--- config.mk ---
export PLATFORM = sky130hd
export DESIGN_NAME = bit_serial_core
export DESIGN_NICKNAME = d
export VERILOG_FILES = /design/src/rtl/bit_serial_core.sv
export SDC_FILE = /design/constraint.sdc
export NUM_CORES = 1
export LEC_CHECK = 0
export CAP_MARGIN = 40
export CORE_AREA = 2 2 77 79
export CTS_CLUSTER_DIAMETER = 150
export DETAILED_ROUTE_END_ITERATION = 10
export DIE_AREA = 0 0 79 81
export SETUP_SLACK_MARGIN = 0.5
export SLEW_MARGIN = 20
export SYNTH_ARGS = -nofsm -noshare
export SYNTH_HDL_FRONTEND = slang
export SYNTH_SLANG_ARGS = --single-unit
--- constraint.sdc ---
create_clock -name i_clk -period 2.1 [get_ports i_clk]
set_input_delay 0.63 -clock i_clk [delete_from_list [all_inputs] [get_ports i_clk]]
set_output_delay 0.63 -clock i_clk [all_outputs]
set_load 0.005 [all_outputs]
--- src/rtl/bit_serial_core.sv ---
// Bit-serial accumulator processor: 3-bit instructions, WIDTH-bit accumulator,
// one ALU bit per cycle LSB first, with carry flag, busy indicator and HALT.
module bit_serial_core #(
    parameter int WIDTH = 8
) (
    input  logic             i_clk,
    input  logic             i_rst,
    input  logic [2:0]       i_data_instruction,
    input  logic [WIDTH-1:0] i_data_switch,
    input  logic             i_start,
    output logic             o_con_pcincr,
    output logic [WIDTH-1:0] o_data_display,
    output logic             o_carry,
    output logic             o_busy
);

    localparam int CNT_W = $clog2(WIDTH);

    localparam logic [2:0] OP_LOAD = 3'b000;
    localparam logic [2:0] OP_ADD  = 3'b001;
    localparam logic [2:0] OP_SUB  = 3'b010;
    localparam logic [2:0] OP_AND  = 3'b011;
    localparam logic [2:0] OP_OR   = 3'b100;
    localparam logic [2:0] OP_XOR  = 3'b101;
    localparam logic [2:0] OP_OUT  = 3'b110;
    localparam logic [2:0] OP_HALT = 3'b111;

    typedef enum logic [1:0] {
        IDLE  = 2'd0,
        FETCH = 2'd1,
        SHIFT = 2'd2,
        DONE  = 2'd3
    } state_t;

    // state is the observable FSM position for checkers bound to this block
    state_t           state;
    logic [2:0]       ir;
    logic [WIDTH-1:0] acc;
    logic [WIDTH-1:0] op;
    logic             c;
    logic [CNT_W-1:0] cnt;

    logic a_bit;
    logic b_bit;
    logic r_bit;
    logic c_next;

    // One-bit ALU; SUB feeds the inverted operand bit with carry preset to 1
    always_comb begin
        a_bit  = acc[0];
        b_bit  = (ir == OP_SUB) ? ~op[0] : op[0];
        c_next = (a_bit & b_bit) | (a_bit & c) | (b_bit & c);
        r_bit  = a_bit;
        case (ir)
            OP_LOAD: r_bit = op[0];
            OP_ADD,
            OP_SUB:  r_bit = a_bit ^ b_bit ^ c;
            OP_AND:  r_bit = a_bit & op[0];
            OP_OR:   r_bit = a_bit | op[0];
            OP_XOR:  r_bit = a_bit ^ op[0];
            default: r_bit = a_bit;
        endcase
    end

    assign o_con_pcincr = (state == DONE);
    assign o_busy       = (state != IDLE);

    always_ff @(posedge i_clk) begin
        if (i_rst) begin
            state          <= IDLE;
            ir             <= OP_LOAD;
            acc            <= '0;
            op             <= '0;
            c              <= 1'b0;
            cnt            <= '0;
            o_data_display <= '0;
            o_carry        <= 1'b0;
        end else begin
            case (state)
                IDLE: begin
                    if (i_start) state <= FETCH;
                end
                FETCH: begin
                    ir    <= i_data_instruction;
                    op    <= i_data_switch;
                    cnt   <= '0;
                    c     <= (i_data_instruction == OP_SUB);
                    state <= (i_data_instruction == OP_HALT) ? IDLE : SHIFT;
                end
                SHIFT: begin
                    acc <= {r_bit, acc[WIDTH-1:1]};
                    op  <= op >> 1;
                    if (ir == OP_ADD || ir == OP_SUB) c <= c_next;
                    cnt <= cnt + 1'b1;
                    if (cnt == CNT_W'(WIDTH - 1)) state <= DONE;
                end
                DONE: begin
                    if (ir == OP_ADD || ir == OP_SUB) o_carry <= c;
                    if (ir == OP_OUT) o_data_display <= acc;
                    state <= FETCH;
                end
                default: state <= IDLE;
            endcase
        end
    end

endmodule

# Word level (Yosys, flattened, before mapping)
# Cells that the tools add are included.
[word_totals] reg_bits=34 inputBits=14 out_inout_bits=11 wordCells=55
[op_classes] n_addsub=1 eq_ne=15 n_mux=10 bitwise=11 reduce_logical=10
[op_table] cell="one-hot mux 8 bit (2 select lines)" n=1
[op_table] cell="equality test 3 bit (second input constant)" n=5
[op_table] cell="equality test 3 x 2 -> 1 bit (second input constant)" n=3
[op_table] cell="one-hot mux 2 bit (4 select lines)" n=1
[op_table] cell="AND reduction 2 bit" n=4
[op_table] cell="2-to-1 mux 2 bit" n=3
[op_table] cell="!= test 2 bit (second input constant)" n=3
[op_table] cell="one-hot mux 3 bit (2 select lines)" n=1
[op_table] cell="one-hot mux 1 bit (5 select lines)" n=1
[op_table] cell="bitwise AND 1 bit" n=4
[op_table] cell="equality test 2 bit (second input constant)" n=2
[op_table] cell="nonzero test 2 bit" n=2
[op_table] cell="adder 3 x 1 -> 3 bit (second input constant)" n=1
[op_table] cell="equality test 3 x 1 -> 1 bit (second input constant)" n=1
[op_table] cell="zero test 3 bit" n=1
[op_table] cell="OR 1 bit" n=3
[op_table] cell="bitwise XOR 1 bit" n=3
[op_table] cell="equality test 2 x 1 -> 1 bit (second input constant)" n=1
[op_table] cell="zero test 2 bit" n=1
[op_table] cell="2-to-1 mux 1 bit" n=2
[op_table] cell="one-hot mux 1 bit (2 select lines)" n=1
[op_table] cell="OR reduction 2 bit" n=1
[op_table] cell="logical OR 1 bit" n=1
[op_table] cell="inverter 1 bit" n=1

# Longest topological paths before layout
# Gate-level depths: netlist of the first run.
[logic_depth] ltp_word=7 depth_mapped=6 ltp_nobuf=5

# Worst setup path after synthesis of the first run
# OpenSTA, ideal clock, no wires.
[synth_timing] path_type="register -> register" start="reg ir[2]" end="reg acc[7]" setup_time_ns=0.132 t_arrival_ns=1.667 t_required_ns=1.968 path_slack_ns=0.301 stages_incl_launch_ff=7 n_path_buf=1 period_less_slack_ns=1.799 cell_sequence="dfxtp_1 buf_2 nor3b_1 xnor2_1 fa_1 o311ai_1 a221oi_2"
[synth_via] elab_chain_cells=5 word_cells_on_any_way=11 cone_classes="5 x eq/ne; 2 x mux; 2 x bitwise; 2 x reduce/logical"
[synth_lines] element="start, declared" line_no="37" source="logic [2:0] ir;"
[synth_lines] element="start signal, assigned" line_no="84" source="ir <= i_data_instruction;"
[synth_lines] element="equality test 3 x 2 -> 1 bit" line_no="51, 54"
[synth_lines] element="2-to-1 mux 1 bit" line_no="51" source="b_bit = (ir == OP_SUB) ? ~op[0] : op[0];"
[synth_lines] element="bitwise XOR 1 bit (2 in a row)" line_no="57" source="OP_SUB: r_bit = a_bit ^ b_bit ^ c;"
[synth_lines] element="one-hot mux 1 bit (5 select lines) *" line_no="54" source="case (ir)"
[synth_lines] element="end signal, assigned" line_no="91" source="acc <= {r_bit, acc[WIDTH-1:1]};"
[synth_lines] element="end, declared" line_no="38" source="logic [WIDTH-1:0] acc;"
# Mark *: on every way between the ends. The rest lies on a longest branch, timed or not.
# A chain may end at the register's enable or synchronous reset.

# Final worst setup path of the first run
[layout_timing] start="reg state[0]" end="out o_con_pcincr"
[layout_via] elab_chain_cells=1
[layout_lines] element="start, declared" line_no="36" source="state_t state;"
[layout_lines] element="start signal, assigned" line_no="88" source="state <= (i_data_instruction == OP_HALT) ? IDLE : SHIFT;"
[layout_lines] element="equality test 2 bit" line_no="65" source="assign o_con_pcincr = (state == DONE);"
[layout_lines] element="end, declared" line_no="11" source="output logic o_con_pcincr,"
# Every way passes these cells.

==> results of run 1 <==
-- state kept, by name, indices dropped and copies added (netlist names) --
name / flops
cnt: 3
o_carry: 1
op: 8
c: 1
o_data_display: 8
acc: 8
state: 2
ir: 3
-- what timing repair did --
action	in CTS	in global routing
endpoints found under the setup margin	13	6
pin swaps	7	4
buffers inserted	14	3
gates cloned	0	0
resized for setup	42	12
-- power breakdown --
part / leakage, nW / internal [mW] / switching (mW)
registers: 0.280 / 0.679 / 0.0219
clock network: 0.0472 / 0.263 / 0.242
logic: 0.557 / 0.199 / 0.161
total: 0.885 / 1.14 / 0.425
-- final cells by class --
cell class,instances,area (sq um),share of cell area
Clock inverter,2,12.51,0.005356
Inverter,8,32.53,0.01393
Timing Repair Buffer,48,444.2,0.1901
Tap cell,75,93.84,0.04017
Multi-Input combinational cell,122,974.7,0.4172
Sequential cell,34,695.7,0.2978
Clock buffer,6,82.58,0.03535
-- synth_stat cells (2+ instances only) --
cell and n:
buf_4 3, nand4b_1 2, inv_1 8, dfxtp_1 34, mux2i_1 17, a21oi_1 15, nand3_1 4, buf_2 5
o21ai_0 3, nand2_1 19, clkbuf_1 3, nor2b_1 4, buf_6 2, ha_1 9, a211oi_1 7, nor2_1 18
nand3b_1 2
-- final timing paths --
path	start	endpoint	depth (start not counted)
hold reg to reg	o_data_display[3]	o_data_display[3]	2
hold / removal	o_data_display[3]	o_data_display[3]	2
setup reg to reg	state[0]	state[1]	12
setup / recovery	state[0]	o_con_pcincr	3
-- through the flow --
| step | util | cell area (sq um) | total power, mW | instances | hold slack [ns] |
|---|---|---|---|---|---|
| floorplan | - | 1682 | 0.8973 | 177 | 0.4398 |
| detailed placement | 0.3490 | 1981 | 0.9637 | 270 | 0.4465 |
| CTS | 0.3986 | 2262 | 1.552 | 292 | 0.4542 |
| finish | 0.4116 | 2336 | 1.566 | 295 | 0.4522 |
| global route | 0.4116 | 2336 | 1.649 | 295 | 0.4770 |
| global placement | 0.3490 | 1981 | 0.9598 | 270 | 0.4451 |
-- per-layer routing --
| metal | track usage | wire length, microns |
|---|---|---|
| met2 | 0.1966 | 1766 |
| met4 | 0.03793 | 57 |
| met3 | 0.03556 | 127 |
| met5 | 0 | 0 |
| met1 | 0.1562 | 1560 |
-- kinds of logic after synthesis --
| group | Yosys count | synth area share |
|---|---|---|
| buf+inv | 21 | 0.06701 |
| fa+ha+maj | 10 | 0.07982 |
| compound gates | 33 | 0.1280 |
| flops | 34 | 0.4096 |
| mux | 18 | 0.1092 |
| simple gates | 58 | 0.1747 |
| xor+xnor | 3 | 0.03163 |
-- critical path, delay by kind of cell, from the launching register on --
kind,cells,cell delay [ns]
flops,1,0.37
buf+inv,2,0.23
fa+ha+maj,1,0.15
==> metrics.md, run 1 <==
| Metric | Value |
|---|---|
| Status | `finished clean` |
| Post-Syn Instances | `177` |
| PnR worst setup slack | `0.4389 ns` |
| Crit path max fanout | `2` |
| Asr flop ratio synth | `0` |
| CP peak stage delay | `0.37 ns` |
| Max-Cap Viols | `0` |
| # fillers | `560` |
| Later-pin clock latency in the skew report | `0.28 ns` |
| Synth warn | `0` |
| Commonest non-fill, non-tap cell in the layout | `dfxtp_1` |
| Largest net degree at the start of global routing | `27` |
| Count of input and output buffers | `24` |
| # IOs | `25` |
| Die Ht | `81 microns` |
| Synthesized area per cell | `9.388 sq um` |
| Crit path kind | `reg -> out` |
| Worst hold path type | `reg -> reg` |
| Dominant cells by area after synthesis | `dfxtp_1 (41%), mux2i_1 (10%), ha_1 (6.8%)` |
| Cell Rows | `28` |
| CP arrival | `1.03 ns` |
| Die W | `79 microns` |
| Final hold violations | `0` |
| Gr usage total | `0.1212` |
| Final #Nets | `243` |
| Seq cells post-synth | `34` |
| DR vias | `1349` |
| CP Capture Type | `primary output` |
| GP Congestion | `0.7289` |
| Initial antenna violation count | `0` |
| HPWL Detailed | `2.252 mm` |
| Residual overflow from global routing | `0` |
| Setup slack, reg-to-reg | `0.49 ns` |
| Area Overhead vs Synth | `40.59%` |
| Peak VDD IR | `0.3361 mV` |
| Yosys cell types | `39` |
| Clock Sinks | `34` |
| Sequential element share of the synthesized area | `0.4096` |
| Clock Tree Root | `clkbuf_8` |
| Min Tclk post-route | `1.661 ns` |
| Die area | `6399 sq um` |
| Static leakage | `0.8851 nW` |
| Post-place setup slack | `0.2401 ns` |
| Starting Density | `0.2928` |
| Pre-antenna DRT Iters | `4` |
| Peak Freq | `602.0 MHz` |
| Worst Skew | `0.003711 ns` |
| Top FF cell, synth | `dfxtp_1` |
| Vias in the first global route | `1351` |
| Max-slew headroom | `0.7695` |
| Core Area | `5675 sq um` |
| WL/cell | `11.91 microns` |
| CTS tree | `built` |
| H-tree levels | `2` |
| Fin crit share | `0.7910` |
| Most frequent cells in the layout | `dfxtp_1 (26), nand2_1 (19), nor2_1 (18)` |
| RSZ-0062 raised after global routing | `true` |
| CP Launch Type | `flop` |
| Post-Syn Area | `1662 sq um` |
| Slowest CP cell | `dfxtp_4` |
| Critical-path cell list | `buf_12 > ha_4 > buf_6` |
| Endpoints failing setup | `0` |
| Clock buffer count from CTS | `5` |
| Final TNS setup | `0 ns` |
| Clk slew on worst S/H paths | `0.07 ns` |
| Post-CTS Hold Buffers | `0` |
| # DRC | `0` |
| Pwr Density | `670.4 nW/um^2` |
| Final WL | `3.512 mm` |
| Global-route wire length before repair | `6.216 mm` |
| Layout cells sized above 1 | `0.2773` |
| Diode count | `0` |
| Slew @ Worst Pin | `0.3440 ns` |
| Slew Limit Fails | `0` |
| Initial DRC count | `84` |
| Area leader, netlist | `dfxtp_1` |
| Vias per inst | `4.573` |
| Synth top area share | `0.4096` |
| Syn Nets | `201` |
| Post-synth EDFFs | `0` |
| Clk buf depth | `2` |
| Crit path required time | `1.47 ns` |
| Post-route ant nets | `0` |
(Power assumes the default switching activity.)
==> run 2, diff against run 1 <==
Clock period 2.1 ns to 1.65 ns, I/O delays scaled along.
==> run 2 against run 1 <==
Against the previous run:
- first-iteration DRC count fell by 44%
- utilization rose by 4.8 points
- register-to-register slack got worse by 0.46 ns
- setup slack got worse by 0.41 ns
- clock power rose by 27%
- sequential share of layout area fell by 2.8 points
- clock skew fell by 0.0017 ns
- largest cell class unchanged
- flip-flop and latch count did not move
- final cell count rose by 4.1%
- critical path depth rose by 2
- die area did not move
- hold slack improved by 0.011 ns
==> metrics.md, run 2 (synthesis gave the netlist of run 1 again) <==
| Metric | Value |
|---|---|
| Count of input and output buffers | `24` |
| Final Cell Area | `2610 sq um` |
| Slowest CP cell | `fa_1` |
| Die W | `79 microns` |
| Pre-antenna DRT Iters | `4` |
| WL/cell | `11.69 microns` |
| Peak Freq | `618.3 MHz` |
| Initial DRC count | `47` |
| Core Area | `5675 sq um` |
| Clock Tree Root | `clkbuf_8` |
| H-tree levels | `2` |
| Vias per inst | `4.612` |
| RSZ-0062 raised after global routing | `true` |
| Later-pin clock latency in the skew report | `0.28 ns` |
| Crit path max fanout | `2` |
| CTS tree | `built` |
| Min Tclk post-route | `1.617 ns` |
| Hold EP | `o_data_display[0]` |
| CP peak stage delay | `0.45 ns` |
| Crit path kind | `reg -> reg` |
| Hold Slack | `0.4636 ns` |
| Final #Nets | `255` |
| Clk buf depth | `2` |
| WP buf/inv | `0` |
| Residual overflow from global routing | `0` |
| Post-place instance area | `2081 sq um` |
| Static leakage | `0.9624 nW` |
| Final WL | `3.590 mm` |
| Final hold violations | `0` |
| Slew @ Worst Pin | `0.2646 ns` |
| CP Launch Type | `flop` |
| Vias in the first global route | `1276` |
| Fin crit share | `0.9803` |
| FF-to-FF Start | `ir[0]` |
| Hold Crit Start | `o_data_display[0]` |
| Crit path required time | `1.82 ns` |
| R2R depth | `5` |
| Area Overhead vs Synth | `57.08%` |
| Diode count | `0` |
| Global-route wire length before repair | `5.892 mm` |
| Peak VDD IR | `0.3964 mV` |
| # DRC | `0` |
| Cell Rows | `28` |
| R2r endpoint | `acc[7]` |
| Worst Skew | `0.002051 ns` |
| HPWL Detailed | `2.318 mm` |
| CP Capture Type | `flop` |
| Delay-heaviest family, CP | `adder cells` |
| Max-Cap Viols | `0` |
| Pwr Density | `766.2 nW/um^2` |
| Endpoints failing setup | `0` |
| Post-route ant nets | `0` |
| Clk slew on worst S/H paths | `0.07 ns` |
| Hold path depth | `2` |
| DR vias | `1416` |
| Gr usage total | `0.1177` |
| Post-CTS Hold Buffers | `0` |
| Starting Density | `0.2928` |
| Max-slew headroom | `0.8234` |
| Die Ht | `81 microns` |
| Status | `finished clean` |
| Setup slack, reg-to-reg | `0.03 ns` |
| # IOs | `25` |
| Biggest registers after layout | `acc: 8 flops, o_data_display: 8 flops, op: 8 flops` |
| Commonest non-fill, non-tap cell in the layout | `buf_6` |
| Slew Limit Fails | `0` |
| Initial antenna violation count | `0` |
| Critical-path cell list | `nor3b_2 > xnor2_1 > fa_1 > o311ai_2 > a221oi_2` |
| GP Congestion | `0.7866` |
| Worst hold path type | `reg -> reg` |
| Most frequent cells in the layout | `buf_6 (22), dfxtp_1 (20), nor2_1 (18)` |
| Die area | `6399 sq um` |
| Largest net degree at the start of global routing | `23` |
| Layout cells sized above 1 | `0.5129` |
| Clock Sinks | `34` |
| CP arrival | `1.78 ns` |
| Clock buffer count from CTS | `5` |
run 2: cell types whose count changed in the layout (fill, tap and decap cells not counted), sizes merged:
| cell | previous run | this run |
|---|---|---|
| clkbuf | 6 | 7 |
| clkinvlp | 1 | 0 |
| dlygate4sd2 | 9 | 2 |
| buf | 26 | 47 |
| clkdlybuf4s50 | 13 | 11 |
run 2: power by group:
part / internal (mW) / total [mW] / switching (mW)
clock: 0.337 / 0.642 / 0.305
combinational: 0.257 / 0.466 / 0.209
sequential: 0.865 / 0.892 / 0.0273
run 2: layer usage:
layer  global-route usage  vias to the layer above  wire length [microns]
met5                    0                        -                      0
met4              0.05172                        0                     57
met3              0.03000                        7                    134
met2               0.1983                       21                   1801
met1               0.1426                      671                   1596
li1                     -                      717                      -
run 2: stage by stage:
stage	cells	setup slack, ns	total power [mW]	TNS, ns	utilization
3_3_place_gp	276	0.001719	1.260	0	0.3666
4_1_cts	302	0.02119	1.968	0	0.4202
6_report	307	0.03254	2.000	0	0.4599
3_5_place_dp	276	-0.01571	1.264	-0.01571	0.3666
2_1_floorplan	177	-0.02834	1.168	-0.02834	-
5_1_grt	307	-0.04315	2.100	-0.04315	0.4599
run 2: repair_timing:
| action | 4_1_cts | 5_1_grt |
|---|---|---|
| hold endpoints to repair | 0 | 0 |
| pin swaps | 24 | 27 |
| resized for setup | 80 | 50 |
| setup buffers | 18 | 5 |
| endpoints found under the setup margin | 45 | 45 |
run 2: worst max path at each step:
stage / from / to / slack, ns / depth (start not counted)
final: ir[0] / acc[7] / 0.03 / 5
after global routing: ir[0] / acc[7] / -0.04 / 5
after CTS: ir[0] / acc[7] / 0.02 / 5
after detailed placement: i_data_instruction[1] / c / -0.02 / 4
after global placement: i_data_instruction[1] / c / 0.002 / 4
after floorplan: ir[2] / acc[7] / -0.03 / 6
run 2: area by class of cell:
cell class / instances / area (sq um)
fillers: 555 / 3065
multi-input cells: 122 / 1079
flip-flops and latches: 34 / 703.2
repair buffers: 60 / 608.1
well taps: 75 / 93.84
clock buffers: 7 / 86.33
inverters: 8 / 35.03
clock inverters: 1 / 5.005
run 2: worst register-to-register path, cell delays in order, from the launching register on:
cell      delay [ns]
dfxtp_2         0.32
nor3b_2         0.20
xnor2_1         0.16
fa_1            0.45
o311ai_2        0.26
a221oi_2        0.11
==> run 3, diff against run 2 <==
Settings changed: SLEW_MARGIN 20 to 5.
Clock period 1.65 ns to 1.6 ns, I/O delays scaled along.
==> run 3 against run 2 <==
Against the previous run:
- non-clock buffer count is 18 higher
- sequential power grew 3.5%
- setup slack lost 0.032 ns
- hold slack worse by 0.0087 ns
- die area stayed put
- clock skew up 0.0033 ns
- register-to-register slack worse by 0.03 ns
- highest routed layer unchanged
==> metrics.md, run 3 (synthesis gave the netlist of run 1 again) <==
| Metric | Value |
|---|---|
| # DRC | `0` |
| # IOs | `25` |
| Max-Cap Viols | `0` |
| Post-place instance area | `2182 sq um` |
| Biggest registers after layout | `acc: 8 flops, o_data_display: 8 flops, op: 8 flops` |
| Post-CTS Hold Buffers | `0` |
| Area Overhead vs Synth | `75.38%` |
| Count of input and output buffers | `24` |
| Slew @ Worst Pin | `0.3064 ns` |
| WL/cell | `13.28 microns` |
| Later-pin clock latency in the skew report | `0.28 ns` |
| Peak VDD IR | `0.4884 mV` |
| FF+latch area | `701.9 sq um` |
| Slew Limit Fails | `0` |
| Clock buffer count from CTS | `5` |
| CP Capture Type | `flop` |
| Die W | `79 microns` |
| Final hold violations | `0` |
| Clk slew on worst S/H paths | `0.07 ns` |
| HPWL Detailed | `2.553 mm` |
| Worst hold path type | `reg -> reg` |
| Core Area | `5675 sq um` |
| Endpoints failing setup | `0` |
| Static leakage | `1.116 nW` |
| Pwr Density | `839.7 nW/um^2` |
| Residual overflow from global routing | `0` |
| RSZ-0062 raised after global routing | `true` |
| Fin crit share | `0.9998` |
| Clk buf depth | `2` |
| Die Ht | `81 microns` |
| Gr usage total | `0.1425` |
| Clock Tree Root | `clkbuf_8` |
| Min Tclk post-route | `1.600 ns` |
| Final Cell Area | `2914 sq um` |
| Global-route wire length before repair | `7.182 mm` |
| CP Launch Type | `flop` |
| Multi-input logic area | `1156 sq um` |
| Cell Rows | `28` |
| Final TNS setup | `0 ns` |
| Final WL | `4.315 mm` |
| Most frequent cells in the layout | `buf_6 (35), buf_4 (22), dfxtp_1 (21)` |
| Initial DRC count | `56` |
| H-tree levels | `2` |
| DR vias | `1497` |
| Layout cells sized above 1 | `0.5880` |
| Die area | `6399 sq um` |
| Status | `finished clean` |
| Worst Skew | `0.005308 ns` |
| Clock Sinks | `34` |
| Final #Nets | `273` |
| Pre-antenna DRT Iters | `4` |
| GP Congestion | `0.7501` |
| Diode count | `0` |
| Vias per inst | `4.606` |
| Peak Freq | `625.1 MHz` |
| CP arrival | `1.76 ns` |
| Crit path required time | `1.76 ns` |
| CTS tree | `built` |
| Crit path max fanout | `2` |
| Vias in the first global route | `1527` |
| Largest net degree at the start of global routing | `22` |
| Starting Density | `0.2928` |
| Hold Slack | `0.4549 ns` |
| # fillers | `532` |
| Initial antenna violation count | `0` |
| Max-slew headroom | `0.7951` |
| Crit path kind | `reg -> reg` |
| Commonest non-fill, non-tap cell in the layout | `buf_6` |
| Final Util | `0.5134` |
| Post-route ant nets | `0` |
## run 3: cell count changes in the layout (fill, tap and decap cells not counted), moves of 4 or more
cell,delta
a211oi_1,-6
a211oi_2,+6
buf_4,+7
buf_6,+13
mux2i_1,-4
## run 3: power by group
part	total (mW)	leakage (nW)	internal, mW	switching (mW)
sequential	0.923	0.283	0.891	0.0315
combinational	0.612	0.763	0.342	0.270
clock	0.912	0.0696	0.602	0.311
## run 3: routing by layer
metal / wire [microns] / vias up / GRT usage
met2: 2263 / 26 / 0.2508
met3: 158 / 2 / 0.03222
met4: 15 / 0 / 0.05000
met1: 1878 / 718 / 0.1713
met5: 0 / - / 0
li1: - / 751 / -
## run 3: final timing paths
kind	from	to	slack, ns	cells after the start
max	ir[0]	acc[7]	0.0003	5
min	o_data_display[7]	o_data_display[7]	0.45	2
max reg2reg	ir[0]	acc[7]	0.0003	5
min reg2reg	o_data_display[7]	o_data_display[7]	0.45	2
## run 3: stage by stage
| step | cells | total power [mW] | worst slack [ns] |
|---|---|---|---|
| after floorplan | 177 | 1.245 | -0.07831 |
| after global placement | 282 | 1.352 | -0.03534 |
| after detailed placement | 282 | 1.362 | -0.09121 |
| after CTS | 319 | 2.405 | -0.01332 |
| after global routing | 325 | 2.564 | -0.09292 |
| final | 325 | 2.447 | 0.0003461 |
## run 3: worst max-delay path, stage by stage, from the launching register on
cell	delay (ns)
dfxtp_2	0.33
nor3b_2	0.19
xnor2_1	0.15
fa_1	0.45
o311ai_2	0.25
a221oi_2	0.10
## run 3: timing repair
item	CTS	global route
hold endpoints to repair	0	0
resized for setup	106	42
setup endpoints to repair	45	45
pin swaps	24	15
setup buffers	29	6
## run 3: layout make-up
class,instances,share of cell area
Clock buffer,7,0.03693
Clock inverter,1,0.01030
Inverter,8,0.01460
Multi-Input combinational cell,122,0.3967
Sequential cell,34,0.2409
Tap cell,75,0.03220
Timing Repair Buffer,78,0.2684
